$ cat config.mk
export PLATFORM = sky130hd
export DESIGN_NAME = fp_compare_pipe
export DESIGN_NICKNAME = d
export VERILOG_FILES = /design/src/rtl/fp_compare_pipe.sv
export SDC_FILE = /design/constraint.sdc
export NUM_CORES = 1
export LEC_CHECK = 0
export ABC_AREA = 1
export BUFFER_PORTS_ARGS = -buffer_cell sky130_fd_sc_hd__buf_2
export CAP_MARGIN = 20
export CORE_MARGIN = 2
export CORE_UTILIZATION = 45
export DETAILED_ROUTE_END_ITERATION = 12
export GPL_TIMING_DRIVEN = 0
export PLACE_DENSITY = 0.68
export SYNTH_ARGS = -nofsm -noshare
export SYNTH_HDL_FRONTEND = slang
export SYNTH_SLANG_ARGS = --single-unit
$ cat constraint.sdc
create_clock -name clk -period 4.5 [get_ports clk]
set_clock_uncertainty 0.05 [all_clocks]
set_input_delay 0.9 -clock clk [delete_from_list [all_inputs] [get_ports clk]]
set_output_delay 0.9 -clock clk [all_outputs]
set_load 0.02 [all_outputs]
$ cat src/rtl/fp_compare_pipe.sv
// Purpose : pipelined FloPoCo-format comparator (GE/GT/LE/LT/EQ/NE predicates, MIN/MAX
//           selection) with a sideband tag and a saturating counter of unordered results.
// Latency : LAT cycles from input handshake to output, all stages advance together.
// Backpr. : in_ready = out_ready | ~out_valid; a stalled output freezes every stage.
//
// Ports
//   clk, rst            clock, asynchronous active-high reset
//   in_valid/in_ready   operand handshake; in_a, in_b (W bits), in_op (3), in_tag (TAGW)
//   out_valid/out_ready result handshake; out_res, out_val (W), out_unord, out_tag (TAGW)
//   nan_cnt (16)        saturating count of consumed unordered results
//   cnt_clr             synchronous clear of nan_cnt, wins over an increment
//
// Operand layout (W = WE+WF+3): [W-1:W-2] exn (00 zero, 01 normal, 10 inf, 11 NaN),
// [W-3] sign, [W-4:WF] exponent, [WF-1:0] fraction. LAT must lie in 1..4.

module fp_compare_pipe #(
  parameter int WE   = 11,
  parameter int WF   = 18,
  parameter int LAT  = 2,
  parameter int TAGW = 4,
  localparam int W   = WE + WF + 3,
  localparam int KW  = WE + WF + 2
) (
  input  logic            clk,
  input  logic            rst,
  input  logic            in_valid,
  output logic            in_ready,
  input  logic [W-1:0]    in_a,
  input  logic [W-1:0]    in_b,
  input  logic [2:0]      in_op,
  input  logic [TAGW-1:0] in_tag,
  output logic            out_valid,
  input  logic            out_ready,
  output logic            out_res,
  output logic [W-1:0]    out_val,
  output logic            out_unord,
  output logic [TAGW-1:0] out_tag,
  output logic [15:0]     nan_cnt,
  input  logic            cnt_clr
);

  localparam logic [2:0] OP_GE  = 3'b000;
  localparam logic [2:0] OP_GT  = 3'b001;
  localparam logic [2:0] OP_LE  = 3'b010;
  localparam logic [2:0] OP_LT  = 3'b011;
  localparam logic [2:0] OP_EQ  = 3'b100;
  localparam logic [2:0] OP_NE  = 3'b101;
  localparam logic [2:0] OP_MIN = 3'b110;

  localparam logic [1:0] EXN_ZERO = 2'b00;
  localparam logic [1:0] EXN_NORM = 2'b01;
  localparam logic [1:0] EXN_INF  = 2'b10;
  localparam logic [1:0] EXN_NAN  = 2'b11;

  // Canonical quiet NaN returned when both MIN/MAX operands are NaN.
  localparam logic [W-1:0] CANON_NAN = {EXN_NAN, {(W-2){1'b0}}};

  // Ordering key {rank, exponent, fraction}. Zero and inf carry no magnitude
  // information, so their exponent/fraction fields are forced to zero here;
  // NaN gets key 0 too but is never ordered.
  function automatic logic [KW-1:0] f_key(input logic [W-1:0] x);
    logic [KW-1:0] k;
    k = '0;
    case (x[W-1:W-2])
      EXN_NORM: k = {2'b01, x[W-4:0]};
      EXN_INF:  k = {2'b10, {(WE+WF){1'b0}}};
      default:  k = '0;
    endcase
    return k;
  endfunction

  // ---------------------------------------------------------------------
  // Classification and comparison (feeds stage 1)
  // ---------------------------------------------------------------------
  logic [1:0]    w_exn_a, w_exn_b;
  logic          w_sgn_a, w_sgn_b;
  logic [KW-1:0] w_key_a, w_key_b;
  logic          w_nan_a, w_nan_b, w_unord;
  logic          w_zero_both;
  logic          w_eq, w_lt;
  logic [W-1:0]  w_min, w_max;
  logic          w_res;
  logic [W-1:0]  w_val;

  assign w_exn_a     = in_a[W-1:W-2];
  assign w_exn_b     = in_b[W-1:W-2];
  assign w_sgn_a     = in_a[W-3];
  assign w_sgn_b     = in_b[W-3];
  assign w_key_a     = f_key(in_a);
  assign w_key_b     = f_key(in_b);
  assign w_nan_a     = (w_exn_a == EXN_NAN);
  assign w_nan_b     = (w_exn_b == EXN_NAN);
  assign w_unord     = w_nan_a | w_nan_b;
  assign w_zero_both = (w_exn_a == EXN_ZERO) && (w_exn_b == EXN_ZERO);

  // +0 and -0 are equal regardless of sign. Any other pair is equal only
  // when both sign and key match.
  assign w_eq = w_zero_both || ((w_sgn_a == w_sgn_b) && (w_key_a == w_key_b));

  // A < B: with different signs the negative one is smaller (a lone zero
  // still orders correctly since its key is 0); with equal signs the key
  // comparison flips for negative operands.
  always_comb begin
    w_lt = 1'b0;
    if (!w_eq) begin
      if (w_sgn_a != w_sgn_b) w_lt = w_sgn_a;
      else if (w_sgn_a)       w_lt = (w_key_a > w_key_b);
      else                    w_lt = (w_key_a < w_key_b);
    end
  end

  // MIN/MAX: a single NaN yields the other operand, ties yield A.
  always_comb begin
    w_min = in_a;
    w_max = in_a;
    if (w_nan_a && w_nan_b) begin
      w_min = CANON_NAN;
      w_max = CANON_NAN;
    end else if (w_nan_a) begin
      w_min = in_b;
      w_max = in_b;
    end else if (w_nan_b) begin
      w_min = in_a;
      w_max = in_a;
    end else begin
      w_min = (w_lt || w_eq) ? in_a : in_b;
      w_max = w_lt ? in_b : in_a;
    end
  end

  // Predicates are false whenever unordered, except NE which is true.
  always_comb begin
    w_res = 1'b0;
    w_val = '0;
    case (in_op)
      OP_GE:   w_res = ~w_unord & ~w_lt;
      OP_GT:   w_res = ~w_unord & ~w_lt & ~w_eq;
      OP_LE:   w_res = ~w_unord & (w_lt | w_eq);
      OP_LT:   w_res = ~w_unord & w_lt;
      OP_EQ:   w_res = ~w_unord & w_eq;
      OP_NE:   w_res = w_unord | ~w_eq;
      OP_MIN:  w_val = w_min;
      default: w_val = w_max;
    endcase
  end

  // ---------------------------------------------------------------------
  // Pipeline: stage 0 captures the comparison, later stages only delay it.
  // Bubbles carry zeroed payload so idle outputs read as 0.
  // ---------------------------------------------------------------------
  logic [LAT-1:0]           r_vld;
  logic [LAT-1:0]           r_res;
  logic [LAT-1:0][W-1:0]    r_val;
  logic [LAT-1:0]           r_unord;
  logic [LAT-1:0][TAGW-1:0] r_tag;
  logic                     w_adv;

  assign w_adv    = out_ready | ~r_vld[LAT-1];
  assign in_ready = w_adv;

  always_ff @(posedge clk or posedge rst) begin
    if (rst) begin
      r_vld   <= '0;
      r_res   <= '0;
      r_val   <= '0;
      r_unord <= '0;
      r_tag   <= '0;
    end else if (w_adv) begin
      r_vld[0]   <= in_valid;
      r_res[0]   <= in_valid & w_res;
      r_val[0]   <= in_valid ? w_val : '0;
      r_unord[0] <= in_valid & w_unord;
      r_tag[0]   <= in_valid ? in_tag : '0;
      for (int k = 1; k < LAT; k++) begin
        r_vld[k]   <= r_vld[k-1];
        r_res[k]   <= r_res[k-1];
        r_val[k]   <= r_val[k-1];
        r_unord[k] <= r_unord[k-1];
        r_tag[k]   <= r_tag[k-1];
      end
    end
  end

  assign out_valid = r_vld[LAT-1];
  assign out_res   = r_res[LAT-1];
  assign out_val   = r_val[LAT-1];
  assign out_unord = r_unord[LAT-1];
  assign out_tag   = r_tag[LAT-1];

  // ---------------------------------------------------------------------
  // Unordered-result counter, counts consumed results only.
  // ---------------------------------------------------------------------
  logic [15:0] r_nan_cnt;
  logic        w_nan_hs;

  assign w_nan_hs = out_valid & out_ready & out_unord;

  always_ff @(posedge clk or posedge rst) begin
    if (rst) begin
      r_nan_cnt <= '0;
    end else if (cnt_clr) begin
      r_nan_cnt <= '0;
    end else if (w_nan_hs && (r_nan_cnt != 16'hFFFF)) begin
      r_nan_cnt <= r_nan_cnt + 16'd1;
    end
  end

  assign nan_cnt = r_nan_cnt;

endmodule

After elaboration in Yosys (flattened, before gate mapping)
Cells that the tools add are included.
{"block": "word_totals", "register_bits": 94, "inputBits": 76, "word_cells": 74}
{"block": "op_classes", "n_addsub": 1, "order_cmp": 2, "eq_ne": 16, "n_mux": 19, "bitwise_logic": 17, "reduce_logical": 11}
{"cell": "32-bit 2-to-1 mux", "n": 9}
{"cell": "31-bit one-hot mux with 2 select lines", "n": 2}
{"cell": "32-bit one-hot mux with 2 select lines", "n": 1}
{"cell": "16-bit 2-to-1 mux", "n": 2}
{"cell": "31-bit equality test", "n": 1}
{"cell": "31-bit > comparator", "n": 1}
{"cell": "31-bit < comparator", "n": 1}
{"cell": "16-bit by 1-bit adder with 16-bit output, second input constant", "n": 1}
{"cell": "16-bit inequality test, second input constant", "n": 1}
{"cell": "1-bit AND", "n": 9}
{"cell": "3-bit equality test, second input constant", "n": 3}
{"cell": "2-bit equality test, second input constant", "n": 4}
{"cell": "3-bit by 2-bit equality test with 1-bit output, second input constant", "n": 2}
{"cell": "1-bit one-hot mux with 6 select lines", "n": 1}
{"cell": "6-bit OR reduction", "n": 1}
{"cell": "2-bit by 1-bit equality test with 1-bit output, second input constant", "n": 2}
{"cell": "1-bit logical AND", "n": 4}
{"cell": "2-bit zero test", "n": 2}
{"cell": "4-bit 2-to-1 mux", "n": 1}
{"cell": "1-bit NOT", "n": 4}
{"cell": "1-bit bitwise OR", "n": 4}
{"cell": "3-bit by 1-bit equality test with 1-bit output, second input constant", "n": 1}
{"cell": "3-bit zero test", "n": 1}
{"cell": "1-bit 2-to-1 mux", "n": 3}
{"cell": "other kinds (4)", "n": 5}

Longest topological paths before layout
Gate-level depths: netlist of run 1.
{"block": "depth", "depth_word": 13, "ltp_mapped": 26, "depth_no_buf": 24}

Least setup slack after synthesis of run 1
OpenSTA, ideal clock, no wires.
{"block": "synth_timing", "path_kind": "input-to-reg", "start": "input in_a[30]", "end": "register r_val[8] (netlist bit)", "arrival_time_ns": 3.426, "required_time_ns": 4.332, "setup_slack_ns": 0.906, "cell_stages": 22, "path_cell_list": "inv_1 > ha_1 > nand2_1 > clkbuf_1 > nor2_1 > ha_1 > nand2_1 > nor2_4 > nand2_2 > nor3_2 > nand2_1 > nand2_2 > nand2_2 > nand2_4 > nand2_8 > nand2_8 > buf_12 > nand2_4 > nand3_2 > nand2_1 > nand3_1 > nand2_1"}
{"block": "synth_via", "elab_chain_len": 13, "word_cells_on_any_way": 26, "cone_classes": "order compare: 2; eq/ne: 4; mux: 14; reduce/logical: 6"}
{"item": "from (decl)", "line_no": "28", "text": "input logic [W-1:0] in_a,"}
{"item": "2-bit equality test / 2-bit by 1-bit equality test with 1-bit output (equally long branches)", "line_no": "64", "text": "case (x[W-1:W-2])"}
{"item": "31-bit one-hot mux with 2 select lines", "line_no": "64"}
{"item": "31-bit < comparator (tied with other cells)", "line_no": "108", "text": "else w_lt = (w_key_a < w_key_b);"}
{"item": "1-bit 2-to-1 mux / 1-bit logical AND (equally long branches)", "line_no": "107, 98"}
{"item": "1-bit 2-to-1 mux / 1-bit logical OR (equally long branches)", "line_no": "106, 98"}
{"item": "1-bit 2-to-1 mux", "line_no": "105", "text": "if (!w_eq) begin"}
{"item": "1-bit logical OR", "line_no": "126", "text": "w_min = (w_lt || w_eq) ? in_a : in_b;"}
{"item": "32-bit 2-to-1 mux", "line_no": "126"}
{"item": "32-bit 2-to-1 mux", "line_no": "122", "text": "end else if (w_nan_b) begin"}
{"item": "32-bit 2-to-1 mux", "line_no": "119", "text": "end else if (w_nan_a) begin"}
{"item": "32-bit 2-to-1 mux", "line_no": "116", "text": "if (w_nan_a && w_nan_b) begin"}
{"item": "32-bit one-hot mux with 2 select lines *", "line_no": "135", "text": "case (in_op)"}
{"item": "32-bit 2-to-1 mux *", "line_no": "171", "text": "r_val[0] <= in_valid ? w_val : '0;"}
{"item": "to (signal, indexed assignment)", "line_no": "177", "text": "r_val[k] <= r_val[k-1];"}
{"item": "to (decl)", "line_no": "153", "text": "logic [LAT-1:0][W-1:0] r_val;"}
Mark *: on every way between the ends. The rest lies on a longest branch, timed or not.
A chain may end at the register's enable or synchronous reset.

Worst setup path in the final report of run 1
{"block": "layout_timing", "start": "input in_a[30]", "end": "register r_val[21] (netlist bit)"}
The elaborated chain is that of the path after synthesis.

==> flow_metrics.env, run 1 <==
export IMPL_clock_path_buffers=2
export IMPL_cp_slowest_cell="ha_1"
export IMPL_final_common_cell="nand2_1"
export IMPL_io_pins=132
export IMPL_syn_area_sq_mm=0.00727
export IMPL_grt_max_degree=65
export IMPL_finish_utilization_pct=54.1
export IMPL_start_kind="input pin"
export IMPL_critPathCaptureType="flip-flop"
export IMPL_crit_top_cell="nand2_1"
export IMPL_tightest_slew_ps=574
export IMPL_slew_viol_final=0
export IMPL_ctsHoldBuffers=0
export IMPL_nNetsFinal=1282
export IMPL_htreeDepth=3
export IMPL_via_per_inst=4.92
export IMPL_required_ps=4670
export IMPL_synth_seq_cells=94
export IMPL_period_needed_ps=4060
export IMPL_drt_total_wl_mm=19.1
export IMPL_start_util_pct=45.9
export IMPL_setup_viol=0
export IMPL_fin_crit_sh_pct=90.2
export IMPL_diodes=0
export IMPL_path_class="input pin to flip-flop"
export IMPL_die_y_microns=131
export IMPL_ir_drop_mv=0.207
export IMPL_tritoncts="done"
export IMPL_maxCapViolCount=0
export IMPL_switchingPower_w=0.000832
export IMPL_slew_limit_headroom_pct=61.7
export IMPL_port_buffer_count=130
export IMPL_synth_fp_nets=1140
export IMPL_path_clk_slew_ps=60
export IMPL_pre_cts_slack_ps=-182
export IMPL_clkPwrFrac_pct=33.2
export IMPL_gp_congestion=0.899
export IMPL_cts_sinks=94
export IMPL_r2r_slack_ps=2190
export IMPL_max_freq_mhz=246
export IMPL_regToRegStartpoint="nan_cnt[0]"
export IMPL_syn_to_final_growth_pct=17.7
export IMPL_hold_violations=0
export IMPL_whs_ps=398
export IMPL_p_leak_nw=4.95
export IMPL_avgSynthCellArea_sq_um=7.11
export IMPL_critical_path_cell_chain="buf_2 > inv_1 > ha_1 > nand2_2 > clkbuf_2 > nor2_1 > ha_1 > nand2_1 > nor2_1 > nand4_1 > nor3_2 > nand3_1 > nand2_1 > inv_2 > nand4_4 > nand2_2 > buf_4 > nand2_1 > nand3_1 > nand3_1 > nand2_1"
export IMPL_ant_nets=0
export IMPL_grt_antenna_before_repair=0
export IMPL_critPathMaxStageDelay_ps=320
export IMPL_p_seq_share_pct=37.2
export IMPL_synth_cell_types=36
export IMPL_swShare_pct=33.2
export IMPL_critical_path_buf_inv_count=5
export IMPL_cts_buffers=9
export IMPL_rr_worst_depth=13
export IMPL_drc=0
export IMPL_timing_setup_tns_ps=0
export IMPL_p_int_w=0.00168
export IMPL_gr_total_overflow=0
export IMPL_first_iter_violations=425
export IMPL_vias=6811
export IMPL_setup_ws_ps=441
export IMPL_min_from="r_vld[0]"
export IMPL_whs_endpoint="r_vld[1]"
export IMPL_final_cell_mix="nand2_1 (337), nand3_1 (149), buf_2 (137), inv_1 (114), dfrtp_1 (94)"
export IMPL_worstSkewPairLatency_ps=340
export IMPL_grt_pass1_vias=6445
export IMPL_crit_family="simple AND/OR/NAND/NOR gates"
export IMPL_yosysSeqAreaShare_pct=32.4
export IMPL_grt_usage_pct=22.8
export IMPL_die_w_microns=131
export IMPL_worstPathArrival_ps=4230
export IMPL_synthCells=1022
export IMPL_holdCritPathClass="flip-flop to flip-flop"
export IMPL_ys_warn_count=0
export IMPL_dr_pass1_iters=5
export IMPL_routedWlPerCell_microns=13.8
export IMPL_worst_r2r_endpoint="nan_cnt[13]"
export IMPL_whs_path_depth=2
export IMPL_rows=46
export IMPL_dieArea_sq_mm=0.0172
export IMPL_drive_gt1_share_pct=24.4
export IMPL_critPathMaxFanout=10
export IMPL_grt_pass1_wl_mm=31.8
export IMPL_status="finished, final reports clean"
export IMPL_power_frac_comb_pct=29.6
export IMPL_p_per_area_mw_per_mm2=293
export IMPL_rsz0062_at_grt="false"
export IMPL_coreArea_sq_mm=0.0158
export IMPL_dp_hpwl_mm=14.9
export IMPL_root_buffer="clkbuf_16"
state kept, by name, indices dropped and copies added (netlist names):
name,flops
out_val,32
r_res,2
nan_cnt,16
out_tag,4
r_val,32
r_tag,4
r_vld,2
r_unord,2
cells by family (layout without fill, tap and decap cells):
kind of cell | Yosys count | count (layout) | synth area share (%)
flip-flops | 94 | 94 | 32.4
AO/OA/AOI/OAI | 50 | 50 | 3.77
adder cells (fa/ha/maj) | 42 | 42 | 7.23
XOR/XNOR | 1 | 1 | 0.120
AND/OR/NAND/NOR | 631 | 631 | 42.5
buffers and inverters | 204 | 351 | 14.1
metrics by stage:
stage,instance area (sq um),std cells,power [W]
final,8560,1385,0.00251
after CTS,8550,1385,0.00253
after detailed placement,8220,1369,0.00169
after global placement,8190,1368,0.00168
after floorplan,7270,1022,0.00148
after global routing,8560,1385,0.00266
tightest hold or removal path, stage by stage, from the launching register on:
cell     delay [ps]
dfrtp_1         320
inv_1            40
nand2_1          50
timing repair:
| item | 4_1_cts | 5_1_grt |
|---|---|---|
| endpoints found under the hold margin | 0 | 0 |
| endpoints found under the setup margin | 0 | 30 |
| gates resized for setup | 0 | 3 |
| buffers inserted | 0 | 0 |
power groups by stage:
stage	clock, W	combinational, W	sequential (W)
final	0.000833	0.000741	0.000934
after global placement	0	0.000731	0.000949
after floorplan	0	0.000531	0.000946
after detailed placement	0	0.000742	0.000950
after global routing	0.000893	0.000825	0.000941
after CTS	0.000853	0.000745	0.000934
routing by layer:
metal	GRT usage, %	wire length, microns
met5	0	0
met4	7.79	463
met3	3.55	964
met2	37.8	8950
met1	30.4	8680
Yosys cell counts, drive strengths merged:
cell	instances	area (sq um)
a21o	2	15.0
a21oi	21	105
a31oi	1	6.26
buf	58	459
clkbuf	27	116
dfrtp	94	2350
ha	42	526
inv	119	447
nand2	377	1690
nand3	177	1030
nand3b	1	7.51
nand4	8	65.1
nor2	54	210
nor3	10	60.1
nor3b	3	22.5
nor4	1	6.26
o211a	1	10.0
o21ai	21	105
o221a	1	11.3
o22ai	1	6.26
o31ai	2	15.0
xnor2	1	8.76
worst max-delay path by stage:
stage,from,to,slack (ps),depth (start not counted)
global route,in_b[30],r_val[24],110,22
CTS,in_a[30],r_val[21],170,21
detailed placement,in_a[30],r_val[17],-180,23
finish,in_a[30],r_val[21],440,21
floorplan,in_a[30],r_val[8],910,22
global placement,in_a[30],r_val[21],-200,21
final cells by class:
| cell class | instances | area, sq um |
|---|---|---|
| inverters | 119 | 449 |
| clock inverters | 6 | 91.3 |
| clock buffers | 10 | 239 |
| well taps | 216 | 270 |
| flip-flops and latches | 94 | 2350 |
| plain buffers | 85 | 577 |
| multi-input cells | 724 | 3900 |
| fillers | 1616 | 7270 |
| repair buffers | 131 | 678 |
(Power assumes the default switching activity.)
==> run 2, diff against run 1 <==
--- a/config.mk
+++ b/config.mk
@@ -13,6 +13,7 @@
 export DETAILED_ROUTE_END_ITERATION = 12
 export GPL_TIMING_DRIVEN = 0
 export PLACE_DENSITY = 0.68
+export REMOVE_ABC_BUFFERS = 1
 export SYNTH_ARGS = -nofsm -noshare
 export SYNTH_HDL_FRONTEND = slang
 export SYNTH_SLANG_ARGS = --single-unit
==> run 2 against run 1 <==
  * Fmax shrank 2.8%
  * Worst hold slack better by 11 ps
  * Largest cell class unchanged
  * First-iteration DRC count down 23%
  * Utilization shrank 2.3 points
  * Count of clock-buffer cells in the layout decreased by 1
  * Register-to-register slack got worse by 810 ps
  * Wire length is 2.5% lower
==> flow_metrics.env, run 2 (synthesis gave the netlist of run 1 again) <==
export IMPL_gr_total_overflow=0
export IMPL_critical_path_buf_inv_count=3
export IMPL_pre_cts_slack_ps=-1020
export IMPL_ir_drop_mv=0.223
export IMPL_tritoncts="done"
export IMPL_port_buffer_count=131
export IMPL_start_kind="input pin"
export IMPL_grt_use_met3_pct=3.74
export IMPL_via_per_inst=4.97
export IMPL_drt_total_wl_mm=18.6
export IMPL_dr_pass1_iters=5
export IMPL_p_leak_nw=4.68
export IMPL_final_cell_mix="nand2_1 (337), nand3_1 (149), buf_2 (131), inv_1 (113), dfrtp_1 (94)"
export IMPL_die_y_microns=131
export IMPL_first_iter_violations=328
export IMPL_critPathMaxStageDelay_ps=460
export IMPL_ant_nets=0
export IMPL_crit_family="simple AND/OR/NAND/NOR gates"
export IMPL_drive_gt1_share_pct=21.6
export IMPL_drc=0
export IMPL_die_w_microns=131
export IMPL_busiest_layer="met2"
export IMPL_nNetsFinal=1205
export IMPL_critPathMaxFanout=33
export IMPL_use_met2_pct=37.1
export IMPL_syn_to_final_growth_pct=12.6
export IMPL_path_clk_slew_ps=70
export IMPL_slew_viol_final=0
export IMPL_grt_max_degree=63
export IMPL_finalNonFillerCells=1307
export IMPL_diodes=0
export IMPL_worstPathArrival_ps=4360
export IMPL_ctsHoldBuffers=0
export IMPL_cp_slowest_cell="nand2_8"
export IMPL_routedWlPerCell_microns=14.2
export IMPL_swShare_pct=34.4
export IMPL_io_pins=132
export IMPL_cts_buffers=9
export IMPL_slew_limit_headroom_pct=40.4
export IMPL_gp_congestion=0.775
export IMPL_maxCapViolCount=0
export IMPL_rsz0062_at_grt="false"
export IMPL_fin_crit_sh_pct=92.8
export IMPL_final_common_cell="nand2_1"
export IMPL_p_int_w=0.00161
export IMPL_setup_ws_ps=325
export IMPL_p_seq_share_pct=37.9
export IMPL_power_frac_comb_pct=27.8
export IMPL_setup_viol=0
export IMPL_clkPwrFrac_pct=34.3
export IMPL_n_fill_cell=1595
export IMPL_vias=6496
export IMPL_p_per_area_mw_per_mm2=299
export IMPL_grt_pass1_vias=6294
export IMPL_holdCritPathClass="flip-flop to flip-flop"
export IMPL_hold_violations=0
export IMPL_final_area_sq_mm=0.00819
export IMPL_cts_sinks=94
export IMPL_post_dp_cell_area_sq_mm=0.00783
export IMPL_critical_path_cell_chain="buf_2 > inv_1 > ha_1 > nand2_1 > clkinv_2 > nand2_1 > ha_1 > nand2_1 > nor2_1 > nand4_1 > nor3_2 > nand2_1 > nand2_2 > nand2_2 > nand2_4 > nand2_8 > nand2_8 > nand2_4 > nand3_2 > nand2_1 > nand3_1 > nand2_1"
export IMPL_tightest_slew_ps=892
export IMPL_clock_path_buffers=2
export IMPL_rows=46
export IMPL_coreArea_sq_mm=0.0158
export IMPL_dp_hpwl_mm=12.5
export IMPL_worstSkewPairLatency_ps=350
export IMPL_start_util_pct=45.9
export IMPL_grt_pass1_wl_mm=31.1
export IMPL_status="finished, final reports clean"
export IMPL_grt_antenna_before_repair=0
export IMPL_period_needed_ps=4180
export IMPL_path_class="input pin to flip-flop"
export IMPL_switchingPower_w=0.000844
export IMPL_grt_usage_pct=21.9
export IMPL_finish_utilization_pct=51.7
export IMPL_required_ps=4690
export IMPL_post_cts_buffers=0
export IMPL_root_buffer="clkbuf_16"
export IMPL_timing_setup_tns_ps=0
export IMPL_htreeDepth=3
export IMPL_crit_top_cell="nand2_1"
export IMPL_critPathCaptureType="flip-flop"
export IMPL_max_freq_mhz=240
export IMPL_dp_cells=1291
export IMPL_dieArea_sq_mm=0.0172
export IMPL_use_met1_pct=29.1
## run 2: routing by layer
layer,vias up,wire length [microns]
met1,3008,8720
met3,18,852
met2,138,8770
met4,0,244
li1,3332,-
met5,-,0
## run 2: final timing paths
check                              start     endpoint  slack (ps)  cells after the start
worst max-delay path            in_b[30]     r_val[2]         320                     22
worst min-delay path            r_vld[0]     r_vld[1]         410                      2
worst max register to register  r_vld[1]     r_val[2]        1380                      9
worst min register to register  r_vld[0]     r_vld[1]         410                      2
max in group asynchronous            rst  out_val[31]        3210                      3
min in group asynchronous            rst  out_val[19]         520                      2
## run 2: worst min-delay path, cell delays in order (launching register included)
cell and delay [ps]:
dfrtp_1 320, inv_1 50, nand2_1 60
## run 2: area by class of cell
| cell class | instances | area, sq um | area share, % |
|---|---|---|---|
| tap | 216 | 270 | 3.30 |
| clock inverter | 6 | 95.1 | 1.16 |
| timing repair buffer | 138 | 841 | 10.3 |
| inverter | 119 | 450 | 5.50 |
| clock buffer | 9 | 225 | 2.75 |
| sequential | 94 | 2350 | 28.7 |
| multi-input combinational | 725 | 3960 | 48.3 |
## run 2: power by group through the flow
| stage | clock [W] | combinational, W | sequential [W] |
|---|---|---|---|
| after floorplan | 0 | 0.000399 | 0.000986 |
| after global placement | 0 | 0.000641 | 0.000945 |
| after detailed placement | 0 | 0.000677 | 0.000946 |
| after CTS | 0.000865 | 0.000683 | 0.000930 |
| after global routing | 0.000893 | 0.000765 | 0.000937 |
| final | 0.000840 | 0.000682 | 0.000930 |
## run 2: timing repair
| item | CTS | global route |
|---|---|---|
| setup endpoints to repair | 32 | 32 |
| cloned | 0 | 1 |
| pin swaps | 0 | 0 |
| resized for setup | 3 | 2 |
## run 2: metrics by stage
step	hold slack, ps	power, W
2_1_floorplan	370	0.00139
6_report	408	0.00245
3_5_place_dp	395	0.00162
5_1_grt	437	0.00259
4_1_cts	414	0.00248
3_3_place_gp	390	0.00159
==> run 3, diff against run 2 <==
--- a/config.mk
+++ b/config.mk
@@ -8,6 +8,7 @@
 export ABC_AREA = 1
 export BUFFER_PORTS_ARGS = -buffer_cell sky130_fd_sc_hd__buf_2
 export CAP_MARGIN = 20
+export CORE_ASPECT_RATIO = 0.5
 export CORE_MARGIN = 2
 export CORE_UTILIZATION = 45
 export DETAILED_ROUTE_END_ITERATION = 12
==> run 3 against run 2 <==
  * Worst hold slack worse by 11 ps
  * Global-route usage is 0.70 points higher
  * Sequential power hardly changed
  * Fmax is 0.88% higher
  * Final cell count is 0.77% lower
  * Register-to-register slack worse by 130 ps
  * Utilization is 0.50 points higher
  * Highest routed layer unchanged
  * Total power is 0.65% lower
==> flow_metrics.env, run 3 (synthesis gave the netlist of run 1 again) <==
export IMPL_status="finished, final reports clean"
export IMPL_path_clk_slew_ps=80
export IMPL_regToRegStartpoint="r_vld[1]"
export IMPL_swShare_pct=36.0
export IMPL_start_util_pct=46.6
export IMPL_ant_nets=0
export IMPL_grt_pass1_wl_mm=31.2
export IMPL_hold_violations=0
export IMPL_critPathCaptureType="flip-flop"
export IMPL_first_iter_violations=430
export IMPL_max_freq_mhz=242
export IMPL_p_seq_share_pct=38.1
export IMPL_tritoncts="done"
export IMPL_timing_setup_tns_ps=0
export IMPL_dp_hpwl_mm=13.0
export IMPL_final_area_sq_mm=0.00816
export IMPL_maxCapViolCount=0
export IMPL_critPathMaxFanout=34
export IMPL_nNetsFinal=1206
export IMPL_slew_viol_final=0
export IMPL_die_y_microns=93.9
export IMPL_via_per_inst=5.12
export IMPL_io_pins=132
export IMPL_period_needed_ps=4140
export IMPL_cp_slowest_cell="nand2_4"
export IMPL_ir_drop_mv=0.239
export IMPL_path_class="input pin to flip-flop"
export IMPL_clkPwrFrac_pct=33.7
export IMPL_gr_total_overflow=0
export IMPL_rr_worst_depth=9
export IMPL_routedWlPerCell_microns=14.7
export IMPL_critPathMaxStageDelay_ps=480
export IMPL_dieArea_sq_mm=0.0173
export IMPL_fin_crit_sh_pct=92.0
export IMPL_worstPathArrival_ps=4330
export IMPL_p_per_area_mw_per_mm2=299
export IMPL_min_from="r_vld[0]"
export IMPL_p_leak_nw=4.67
export IMPL_p_int_w=0.00156
export IMPL_cp_startpoint="in_b[30]"
export IMPL_worstSkewPairLatency_ps=350
export IMPL_final_cell_mix="nand2_1 (337), nand3_1 (149), buf_2 (131), inv_1 (113), dfrtp_1 (94)"
export IMPL_clock_path_buffers=2
export IMPL_setup_viol=0
export IMPL_dr_pass1_iters=5
export IMPL_grt_usage_pct=22.6
export IMPL_start_kind="input pin"
export IMPL_port_buffer_count=131
export IMPL_power_frac_comb_pct=28.2
export IMPL_grt_pass1_vias=6531
export IMPL_post_dp_cell_area_sq_mm=0.00777
export IMPL_r2r_slack_ps=1250
export IMPL_dp_cells=1278
export IMPL_vias=6642
export IMPL_coreArea_sq_mm=0.0156
export IMPL_crit_end="r_val[0]"
export IMPL_rsz0062_at_grt="false"
export IMPL_required_ps=4690
export IMPL_crit_top_cell="nand2_1"
export IMPL_htreeDepth=3
export IMPL_drive_gt1_share_pct=21.8
export IMPL_finalNonFillerCells=1297
export IMPL_cts_sinks=94
export IMPL_grt_antenna_before_repair=0
export IMPL_switchingPower_w=0.000877
export IMPL_die_w_microns=184
export IMPL_critical_path_cell_chain="buf_2 > inv_1 > ha_1 > nand2_1 > clkinv_2 > nand2_1 > ha_1 > nand2_1 > nor2_1 > nand4_1 > nor3_2 > nand2_1 > nand2_2 > nand2_2 > nand2_4 > nand2_8 > nand2_4 > nand2_4 > nand3_2 > nand2_1 > nand3_1 > nand2_1"
export IMPL_worst_r2r_endpoint="r_val[3]"
export IMPL_drc=0
export IMPL_final_common_cell="nand2_1"
export IMPL_tightest_slew_ps=915
export IMPL_grt_max_degree=50
export IMPL_gp_congestion=0.792
export IMPL_holdCritPathClass="flip-flop to flip-flop"
export IMPL_root_buffer="clkbuf_16"
export IMPL_slew_limit_headroom_pct=38.9
export IMPL_diodes=0
export IMPL_rows=32
export IMPL_syn_to_final_growth_pct=12.2
export IMPL_drt_total_wl_mm=19.1
export IMPL_cts_buffers=9
run 3: cell types whose count changed in the layout (fill, tap and decap cells not counted), sizes merged:
cell,change
bufinv,-1
clkinv,+1
inv,+1
nand2,+1
run 3: power by group through the flow:
stage               logic, W  clock network [W]  registers [W]
floorplan           0.000399                  0       0.000986
global placement    0.000636                  0       0.000945
detailed placement  0.000669                  0       0.000945
CTS                 0.000675           0.000840       0.000929
global route        0.000764           0.000877       0.000937
finish              0.000686           0.000820       0.000929
run 3: per-stage QoR:
step / total power (W) / worst slack, ps / utilization, % / hold slack [ps]
detailed placement: 0.00161 / -971 / 49.7 / 387
CTS: 0.00244 / 58.7 / 51.9 / 395
finish: 0.00244 / 361 / 52.2 / 398
floorplan: 0.00139 / -701 / - / 370
global route: 0.00258 / 44.6 / 52.2 / 431
global placement: 0.00158 / -3850 / 48.7 / 386
run 3: metal layers:
layer	part of all wire, %	global-route usage [%]
met5	0	0
met4	1.5	7.07
met3	5.1	4.19
met2	46	37.7
met1	47	30.0
run 3: worst min path at each step:
stage | endpoint | slack [ps] | cells after the start
finish | r_vld[1] | 400 | 2
global route | out_val[6] | 430 | 2
CTS | r_vld[1] | 390 | 2
detailed placement | r_vld[1] | 390 | 2
global placement | r_vld[1] | 390 | 2
floorplan | r_vld[1] | 370 | 2
run 3: area by class of cell:
| cell class | instances | area, sq um |
|---|---|---|
| clock inverters | 7 | 92.6 |
| fillers | 1517 | 7460 |
| well taps | 204 | 255 |
| flip-flops and latches | 94 | 2350 |
| inverters | 119 | 450 |
| multi-input cells | 726 | 3960 |
| repair buffers | 138 | 821 |
| clock buffers | 9 | 225 |
run 3: critical path, delay by kind of cell:
family	cells	cell delay, ps
and+or+nand+nor	17	2370
buffers and inverters	3	590
adders and majority gates	2	440
run 3: timing repair:
action / CTS / global route
hold buffers: 0 / 0
hold endpoints to repair: 0 / 0
gates cloned: 0 / 2
gates resized for setup: 3 / 2
setup buffers: 0 / 0
pin swaps: 0 / 1
endpoints found under the setup margin: 32 / 32
